`src/rtl/decode_stage.sv`:
```
// Decode stage: register file with write-through bypass, main/ALU decoders,
// immediate extender and the ID/EX pipeline register feeding execute.
module decode_stage #(
  parameter int unsigned XLEN  = 32,
  parameter int unsigned NREGS = 32
) (
  input  logic            clk,
  input  logic            arst_n,
  input  logic [31:0]     instr_d,
  input  logic [XLEN-1:0] pc_d,
  input  logic [XLEN-1:0] pc_plus4_d,
  input  logic            flush_e,
  input  logic            reg_write_w,
  input  logic [4:0]      rd_w,
  input  logic [XLEN-1:0] result_w,
  output logic [4:0]      rs1_d,
  output logic [4:0]      rs2_d,
  output logic            reg_write_e,
  output logic [1:0]      result_src_e,
  output logic            mem_write_e,
  output logic            jump_e,
  output logic            branch_e,
  output logic [2:0]      alu_control_e,
  output logic            alu_src_e,
  output logic [XLEN-1:0] rd1_e,
  output logic [XLEN-1:0] rd2_e,
  output logic [XLEN-1:0] imm_ext_e,
  output logic [4:0]      rs1_e,
  output logic [4:0]      rs2_e,
  output logic [4:0]      rd_e,
  output logic [XLEN-1:0] pc_e,
  output logic [XLEN-1:0] pc_plus4_e
);

  localparam int unsigned RW = 5;

  localparam logic [6:0] OP_LW   = 7'b0000011;
  localparam logic [6:0] OP_SW   = 7'b0100011;
  localparam logic [6:0] OP_R    = 7'b0110011;
  localparam logic [6:0] OP_BEQ  = 7'b1100011;
  localparam logic [6:0] OP_IALU = 7'b0010011;
  localparam logic [6:0] OP_JAL  = 7'b1101111;

  localparam logic [2:0] ALU_ADD = 3'b000;
  localparam logic [2:0] ALU_SUB = 3'b001;
  localparam logic [2:0] ALU_AND = 3'b010;
  localparam logic [2:0] ALU_OR  = 3'b011;
  localparam logic [2:0] ALU_SLT = 3'b101;

  logic [6:0]    opcode;
  logic [2:0]    funct3;
  logic          funct7b5;
  logic [RW-1:0] rd_dec;

  assign opcode   = instr_d[6:0];
  assign funct3   = instr_d[14:12];
  assign funct7b5 = instr_d[30];
  assign rd_dec   = instr_d[11:7];
  assign rs1_d    = instr_d[19:15];
  assign rs2_d    = instr_d[24:20];

  // Register file storage; x0 is never written so it stays zero
  logic [XLEN-1:0] regs_q [NREGS];
  logic [XLEN-1:0] regs_d [NREGS];
  logic            wb_en;

  assign wb_en = reg_write_w && (rd_w != RW'(0));

  // Next register-file contents from the writeback port
  always_comb begin
    regs_d = regs_q;
    if (wb_en) begin
      regs_d[rd_w] = result_w;
    end
  end

  // Register-file state, cleared by reset
  always_ff @(posedge clk or negedge arst_n) begin
    if (!arst_n) begin
      for (int i = 0; i < int'(NREGS); i++) begin
        regs_q[i] <= '0;
      end
    end else begin
      regs_q <= regs_d;
    end
  end

  // Combinational reads with x0 forced to zero and same-cycle writeback bypass
  logic [XLEN-1:0] rd1_c;
  logic [XLEN-1:0] rd2_c;

  always_comb begin
    rd1_c = '0;
    rd2_c = '0;
    if (rs1_d != RW'(0)) begin
      rd1_c = (wb_en && (rd_w == rs1_d)) ? result_w : regs_q[rs1_d];
    end
    if (rs2_d != RW'(0)) begin
      rd2_c = (wb_en && (rd_w == rs2_d)) ? result_w : regs_q[rs2_d];
    end
  end

  // Main decoder; unrecognised opcodes produce an all-zero bubble
  logic       reg_write_c;
  logic [1:0] imm_src_c;
  logic       alu_src_c;
  logic       mem_write_c;
  logic [1:0] result_src_c;
  logic       branch_c;
  logic [1:0] alu_op_c;
  logic       jump_c;

  always_comb begin
    reg_write_c  = 1'b0;
    imm_src_c    = 2'b00;
    alu_src_c    = 1'b0;
    mem_write_c  = 1'b0;
    result_src_c = 2'b00;
    branch_c     = 1'b0;
    alu_op_c     = 2'b00;
    jump_c       = 1'b0;
    unique case (opcode)
      OP_LW: begin
        reg_write_c  = 1'b1;
        alu_src_c    = 1'b1;
        result_src_c = 2'b01;
      end
      OP_SW: begin
        imm_src_c   = 2'b01;
        alu_src_c   = 1'b1;
        mem_write_c = 1'b1;
      end
      OP_R: begin
        reg_write_c = 1'b1;
        alu_op_c    = 2'b10;
      end
      OP_BEQ: begin
        imm_src_c = 2'b10;
        branch_c  = 1'b1;
        alu_op_c  = 2'b01;
      end
      OP_IALU: begin
        reg_write_c = 1'b1;
        alu_src_c   = 1'b1;
        alu_op_c    = 2'b10;
      end
      OP_JAL: begin
        reg_write_c  = 1'b1;
        imm_src_c    = 2'b11;
        result_src_c = 2'b10;
        jump_c       = 1'b1;
      end
      default: begin
      end
    endcase
  end

  // ALU decoder; subtract from funct3=000 only for R-type with funct7[5] set
  logic [2:0] alu_control_c;

  always_comb begin
    alu_control_c = ALU_ADD;
    unique case (alu_op_c)
      2'b01: alu_control_c = ALU_SUB;
      2'b10: begin
        unique case (funct3)
          3'b000:  alu_control_c = (opcode[5] && funct7b5) ? ALU_SUB : ALU_ADD;
          3'b010:  alu_control_c = ALU_SLT;
          3'b110:  alu_control_c = ALU_OR;
          3'b111:  alu_control_c = ALU_AND;
          default: alu_control_c = ALU_ADD;
        endcase
      end
      default: alu_control_c = ALU_ADD;
    endcase
  end

  // Immediate extender selected by instruction format
  logic [XLEN-1:0] imm_ext_c;

  always_comb begin
    imm_ext_c = '0;
    unique case (imm_src_c)
      2'b00: imm_ext_c = XLEN'({{20{instr_d[31]}}, instr_d[31:20]});
      2'b01: imm_ext_c = XLEN'({{20{instr_d[31]}}, instr_d[31:25], instr_d[11:7]});
      2'b10: imm_ext_c = XLEN'({{19{instr_d[31]}}, instr_d[31], instr_d[7],
                                instr_d[30:25], instr_d[11:8], 1'b0});
      2'b11: imm_ext_c = XLEN'({{11{instr_d[31]}}, instr_d[31], instr_d[19:12],
                                instr_d[20], instr_d[30:21], 1'b0});
      default: imm_ext_c = '0;
    endcase
  end

  // ID/EX next state: decoded values, or an all-zero bubble on flush
  logic            reg_write_q,   reg_write_d;
  logic [1:0]      result_src_q,  result_src_d;
  logic            mem_write_q,   mem_write_d;
  logic            jump_q,        jump_d;
  logic            branch_q,      branch_d;
  logic [2:0]      alu_control_q, alu_control_d;
  logic            alu_src_q,     alu_src_d;
  logic [XLEN-1:0] rd1_q,         rd1_d;
  logic [XLEN-1:0] rd2_q,         rd2_d;
  logic [XLEN-1:0] imm_ext_q,     imm_ext_d;
  logic [RW-1:0]   rs1_q,         rs1_nx_d;
  logic [RW-1:0]   rs2_q,         rs2_nx_d;
  logic [RW-1:0]   rd_q,          rd_d;
  logic [XLEN-1:0] pc_q,          pc_nx_d;
  logic [XLEN-1:0] pc_plus4_q,    pc_plus4_nx_d;

  always_comb begin
    reg_write_d   = reg_write_c;
    result_src_d  = result_src_c;
    mem_write_d   = mem_write_c;
    jump_d        = jump_c;
    branch_d      = branch_c;
    alu_control_d = alu_control_c;
    alu_src_d     = alu_src_c;
    rd1_d         = rd1_c;
    rd2_d         = rd2_c;
    imm_ext_d     = imm_ext_c;
    rs1_nx_d      = rs1_d;
    rs2_nx_d      = rs2_d;
    rd_d          = rd_dec;
    pc_nx_d       = pc_d;
    pc_plus4_nx_d = pc_plus4_d;
    if (flush_e) begin
      reg_write_d   = 1'b0;
      result_src_d  = 2'b00;
      mem_write_d   = 1'b0;
      jump_d        = 1'b0;
      branch_d      = 1'b0;
      alu_control_d = 3'b000;
      alu_src_d     = 1'b0;
      rd1_d         = '0;
      rd2_d         = '0;
      imm_ext_d     = '0;
      rs1_nx_d      = '0;
      rs2_nx_d      = '0;
      rd_d          = '0;
      pc_nx_d       = '0;
      pc_plus4_nx_d = '0;
    end
  end

  // ID/EX pipeline register, loads every cycle
  always_ff @(posedge clk or negedge arst_n) begin
    if (!arst_n) begin
      reg_write_q   <= 1'b0;
      result_src_q  <= 2'b00;
      mem_write_q   <= 1'b0;
      jump_q        <= 1'b0;
      branch_q      <= 1'b0;
      alu_control_q <= 3'b000;
      alu_src_q     <= 1'b0;
      rd1_q         <= '0;
      rd2_q         <= '0;
      imm_ext_q     <= '0;
      rs1_q         <= '0;
      rs2_q         <= '0;
      rd_q          <= '0;
      pc_q          <= '0;
      pc_plus4_q    <= '0;
    end else begin
      reg_write_q   <= reg_write_d;
      result_src_q  <= result_src_d;
      mem_write_q   <= mem_write_d;
      jump_q        <= jump_d;
      branch_q      <= branch_d;
      alu_control_q <= alu_control_d;
      alu_src_q     <= alu_src_d;
      rd1_q         <= rd1_d;
      rd2_q         <= rd2_d;
      imm_ext_q     <= imm_ext_d;
      rs1_q         <= rs1_nx_d;
      rs2_q         <= rs2_nx_d;
      rd_q          <= rd_d;
      pc_q          <= pc_nx_d;
      pc_plus4_q    <= pc_plus4_nx_d;
    end
  end

  assign reg_write_e   = reg_write_q;
  assign result_src_e  = result_src_q;
  assign mem_write_e   = mem_write_q;
  assign jump_e        = jump_q;
  assign branch_e      = branch_q;
  assign alu_control_e = alu_control_q;
  assign alu_src_e     = alu_src_q;
  assign rd1_e         = rd1_q;
  assign rd2_e         = rd2_q;
  assign imm_ext_e     = imm_ext_q;
  assign rs1_e         = rs1_q;
  assign rs2_e         = rs2_q;
  assign rd_e          = rd_q;
  assign pc_e          = pc_q;
  assign pc_plus4_e    = pc_plus4_q;

endmodule

```
`config.mk`:
```
export PLATFORM = sky130hd
export DESIGN_NAME = decode_stage
export DESIGN_NICKNAME = d
export VERILOG_FILES = /design/src/rtl/decode_stage.sv
export SDC_FILE = /design/constraint.sdc
export NUM_CORES = 2
export LEC_CHECK = 0
export CORE_MARGIN = 5
export CORE_UTILIZATION = 45
export DETAILED_ROUTE_END_ITERATION = 10
export DONT_BUFFER_PORTS = 1
export GPL_ROUTABILITY_DRIVEN = 0
export PLACE_DENSITY_LB_ADDON = 0.08
export SLEW_MARGIN = 20
export SYNTH_ARGS = -nofsm -noshare
export SYNTH_HDL_FRONTEND = slang
export SYNTH_SLANG_ARGS = --single-unit
```
`constraint.sdc`:
```
create_clock -name clk -period 1.55 [get_ports clk]
set_clock_uncertainty 0.1 [all_clocks]
set_input_delay 0.31 -clock clk [delete_from_list [all_inputs] [get_ports clk]]
set_output_delay 0.31 -clock clk [all_outputs]
set_load 0.02 [all_outputs]
```
* Word-level counts from Yosys, hierarchy flattened
Index checks and enable logic that the tools add are counted.
** Operators by class
- Reductions and logical operators :: 13
- Muxes and demuxes :: 40
- Magnitude comparators :: 4
- Equality and inequality tests :: 16
- Bitwise operators :: 3
** Operators with widths (count)
- bitwise mux 1024 bit :: 1
- 2-to-1 mux 32 bit :: 14
- binary-select mux 32 bit (select 5 bit) :: 2
- demux 32 bit (select 5 bit) :: 1
- case mux 32 bit (4 select lines) :: 1
- greater-or-equal comparator 6 bit, second input constant :: 3
- NOT 5 -> 6 bit :: 3
- 2-to-1 mux 5 bit :: 3
- nonzero test 5 bit :: 3
- == test 7 x 6 -> 1 bit, second input constant :: 2
- == test 7 bit, second input constant :: 2
- case mux 3 bit (4 select lines) :: 1
- 2-to-1 mux 1 bit :: 11
- == test 5 bit :: 2
- case mux 2 bit (2 select lines) :: 2
- == test 7 x 2 -> 1 bit, second input constant :: 1
- == test 7 x 5 -> 1 bit, second input constant :: 1
- == test 2 bit, second input constant :: 3
- == test 3 bit, second input constant :: 2
- < comparator 6 x 1 -> 1 bit, second input constant :: 1
- case mux 2 bit (3 select lines) :: 1
- case mux 3 bit (2 select lines) :: 1
- logical AND 1 bit :: 5
- == test 2 x 1 -> 1 bit, second input constant :: 2
- other kinds (8) :: 8
** Storage, ports and cells
- Word-level logic and storage cells :: 123
- Input bits :: 137
- Bits in registers :: 1209
- Output and inout port bits :: 195

* Longest topological paths before layout
- Word-level depth :: 7
- Gate-level depth with buffers :: 9
- Gate-level depth less buffers :: 7

* Worst setup path after synthesis
OpenSTA, ideal clock, no wires.
- Path type :: input-to-reg
- From :: input instr_d[15]
- To :: register rd1_q[14], in the netlist rd1_e[14]
- Path buffers :: 3
- Required time :: 1.326 ns
- Path slack :: -0.532 ns
- Stages :: 7
- Setup time :: 0.124 ns
- Arrival :: 1.858 ns
- Cell sequence :: buf_6 -> buf_2 -> buf_2 -> mux4_2 -> mux2i_1 -> a211oi_1 -> a211o_1
** On the way
- Cells in the longest elaborated chain, start to end :: 7
- Elaborated cells on any way between the ends :: 10
- Classes of those cells :: 1 x eq/ne; 6 x mux; 1 x bitwise; 2 x reduce/logical
** RTL lines
- start: declaration :: line 9 : input logic [31:0] instr_d,
- NOT 5 -> 6 bit (not written as such) :: line 96 : rd1_c = (wb_en && (rd_w == rs1_d)) ? result_w : regs_q[rs1_d];
- binary-select mux 32 bit (select 5 bit) :: line 96
- 2-to-1 mux 32 bit (not written as such) (2 in series) :: line 96
- 2-to-1 mux 32 bit :: line 96
- 2-to-1 mux 32 bit * :: line 95 : if (rs1_d != RW'(0)) begin
- 2-to-1 mux 32 bit * :: line 227 : if (flush_e) begin
- net rd1_d[14] :: line 202 : logic [XLEN-1:0] rd1_q, rd1_d;
- end signal: assignment :: line 272 : rd1_q <= rd1_d;
- end: declaration :: line 202
Mark *: on every way through the listed nets, which the timed path passes. The rest lies on a longest branch. The select of a mux whose other input is x is not followed.
A chain may end at the register's enable or synchronous reset.

* Worst setup path in the final report
- From :: input instr_d[17]
- To :: register rd1_q[3], in the netlist rd1_e[3]
The elaborated chain is that of the path after synthesis.

==> results.sh <==
export IMPL_start_kind="input pin"
export IMPL_drive_gt1_share_pct=59.6
export IMPL_rows=134
export IMPL_worstPathMaxFanout=186
export IMPL_routed_via_count=40917
export IMPL_num_fill_cells=10408
export IMPL_min_period_ps=2300
export IMPL_nNetsFinal=4796
export IMPL_grt_pass1_vias=42464
export IMPL_p_leak_nw=34.4
export IMPL_numCtsBuffers=139
export IMPL_async_reset_ff_share_pct=100
export IMPL_synth_seq_cells=1198
export IMPL_final_cells=6543
export IMPL_cp_required_ps=2100
export IMPL_ant_nets=0
export IMPL_first_iter_violations=3650
export IMPL_clock_sinks=1198
export IMPL_synth_edf_count=0
export IMPL_drv_slew=0
export IMPL_whs_ps=-560
export IMPL_antenna_found_initial=9
export IMPL_via_per_inst=6.25
export IMPL_grt_start_max_net_pins=1199
export IMPL_synthCells=4068
export IMPL_slowest_stage="xnor2_1"
export IMPL_synth_main_ff_cell="dfrtp_1"
export IMPL_syn2layout_area_growth_pct=28.3
export IMPL_place_inst=5979
export IMPL_crit_path_end_kind="register"
export IMPL_cp_top_family="compound AO/OA/AOI/OAI gates"
export IMPL_drc=0
export IMPL_ctsLongestPathBuffers=3
export IMPL_violations="hold timing, setup timing"
export IMPL_setup_violations=465
export IMPL_peakVddDrop_mv=1.19
export IMPL_drtPass1Iterations=5
export IMPL_slew_headroom_pct=7.65
export IMPL_ys_warn_count=0
export IMPL_path_clk_slew_ps=60
export IMPL_status="finished with violations"
export IMPL_io_pins=332
export IMPL_initial_utilization_pct=45.4
export IMPL_port_buffers=0
export IMPL_maxCapViolations=0
export IMPL_ys_seq_area_share_pct=49.3
export IMPL_die_height_um=378
export IMPL_cts_root_buf="clkbuf_16"
export IMPL_critPathBufInv=2
export IMPL_netlist_area_um2=60800
export IMPL_rsz0062_at_grt="true"
export IMPL_dieArea_um2=143000
export IMPL_fmax_mhz=434
export IMPL_hold_path_class="input pin to async pin"
export IMPL_grt_overflow_total=0
export IMPL_crit_chain="xnor2_1 -> nand4_1 -> buf_6 -> o21ai_4 -> buf_12 -> a211oi_1 -> a211o_1"
export IMPL_synth_distinct_cells=55
export IMPL_fin_util_pct=58.3
export IMPL_worst_setup_path_type="input pin to register"
export IMPL_coreArea_um2=134000
export IMPL_worst_pin_slew_ps=1390
export IMPL_final_common_cell="dfrtp_1"
export IMPL_synth_net_count=4207
export IMPL_final_cell_mix="dfrtp_1 (1033), mux2_2 (692), buf_4 (520)"
export IMPL_cts_tree="yes"
export IMPL_finalHoldViolations=191
export IMPL_cts_htree_levels=4
export IMPL_grt_pass1_wl_um=311000
export IMPL_wire_per_inst_um=33.2
export IMPL_period_share_pct=149
export IMPL_fp_dieW_um=378
export IMPL_design_area_um2=78000
export IMPL_grtUsageTotal_pct=30.0
export IMPL_dpl_hpwl_um=121000
export IMPL_drt_wl_total_um=217000
export IMPL_final_setup_worst_slack_ps=-753
export IMPL_cp_arrival_ps=2850
export IMPL_placed_area_um2=68200
export IMPL_power_density_nw_per_um2=1240
export IMPL_max_stage_delay_ps=530
export IMPL_syn_avg_cell_area_um2=14.9
export IMPL_worst_skew_pair_late_latency_ps=780
[per-layer routing]
metal	track usage (%)	vias to the layer above	wire, um
li1	-	16678	-
met1	42.6	22427	94400
met2	47.6	1468	102000
met3	5.71	340	14700
met4	8.16	4	5770
met5	0	-	27
[where the power goes]
part	switching [W]	leakage [nW]	total [W]	internal [W]
sequential	0.00431	15.2	0.0411	0.0368
clock	0.0140	2.31	0.0341	0.0201
combinational	0.00721	16.9	0.0213	0.0141
total	0.0255	34.4	0.0965	0.0709
[synthesized netlist by cell type (all sizes together), types with 5 or more instances]
| library cell | n | share of area [%] |
|---|---|---|
| mux2i | 187 | 3.1 |
| nand2 | 68 | 0.42 |
| a22o | 14 | 0.20 |
| inv | 6 | 0.037 |
| dfrtp | 1198 | 49 |
| a221oi | 5 | 0.072 |
| a21oi | 27 | 0.22 |
| mux4 | 457 | 17 |
| nor4 | 10 | 0.12 |
| mux2 | 1025 | 19 |
| nand3 | 10 | 0.082 |
| o22ai | 100 | 1.0 |
| buf | 269 | 2.8 |
| a31oi | 9 | 0.093 |
| nor2b | 146 | 1.5 |
| nor3b | 6 | 0.074 |
| a22oi | 8 | 0.099 |
| clkbuf | 197 | 1.2 |
| a32o | 9 | 0.15 |
| a211o | 33 | 0.48 |
| xnor2 | 10 | 0.14 |
| and3 | 6 | 0.062 |
| nor3 | 24 | 0.20 |
| o21ai | 14 | 0.12 |
| nand2b | 8 | 0.082 |
| or3 | 6 | 0.062 |
| nor2 | 51 | 0.31 |
| a211oi | 131 | 1.6 |
[final cells by class]
class                   instances  area, um2  area share, %
clock buffers                 202       4080           5.23
flip-flops and latches       1198      30200           38.7
well taps                    1768       2210           2.84
inverters                       6       22.5         0.0289
diodes                          6       15.0         0.0193
repair buffers                914       9550           12.2
clock inverters                51        652          0.836
multi-input cells            2398      31300           40.1
[state kept, by name (all words and copies together), names as in the netlist, 2 cells and up]
| register | count |
|---|---|
| imm_ext_e | 21 |
| result_src_e | 2 |
| rs1_e | 5 |
| rd1_e | 32 |
| rd_e | 5 |
| pc_plus4_e | 32 |
| regs_q | 1024 |
| alu_control_e | 3 |
| rd2_e | 32 |
| pc_e | 32 |
| rs2_e | 5 |
[cells by family (layout without fill, tap and decap cells)]
family                     Yosys count  in the layout  share of synthesized area (%)
muxes                             1669           1669                           39.0
AOI/OAI and AO/OA                  364            364                           4.32
xor gates and xnor gates            10             10                          0.144
DFF                               1198           1198                           49.3
other                                0              6                              0
adders and majority gates            2              2                         0.0412
and+or+nand+nor                    353            353                           3.14
buffers and inverters              472           1173                           4.03
[final timing paths]
path                       cells past startpoint        endpoint  slack (ps)          from
min                                            3  pc_plus4_e[18]        -560        arst_n
min in group clk                               2        rd1_e[0]        -160   instr_d[17]
max                                            7        rd1_e[3]        -750   instr_d[17]
min reg2reg                                    0    regs_q[1012]         290  regs_q[1012]
max in group asynchronous                      7     regs_q[170]        -130        arst_n
max reg2reg                                    5        rd1_e[6]        -390   regs_q[902]
[worst reg2reg max path, cell delays in order, from the launching register on]
cell      delay (ps)
dfrtp_1          380
mux4_2           470
nor2b_4          150
a211oi_2         400
a211oi_2          60
a211o_1          260
[timing repair]
action / CTS / global route
endpoints found under the setup margin: 249 / 1008
pin swaps: 130 / 52
cloned: 0 / 8
resized for setup: 320 / 103
hold buffers: 241 / 5
buffers inserted: 36 / 15
endpoints found under the hold margin: 2364 / 398
[per-stage QoR]
stage	power, W	TNS [ps]	setup WS [ps]	hold WS (ps)
final	0.0965	-66730	-753	-560
after global routing	0.100	-144650	-397	-584
after CTS	0.0957	-50810	-378	-878
after detailed placement	0.0593	-224690	-774	-53.1
after global placement	0.0589	-221740	-753	-56.9
after floorplan	0.0538	-187130	-419	-85.6
(Power assumes the default switching activity.)
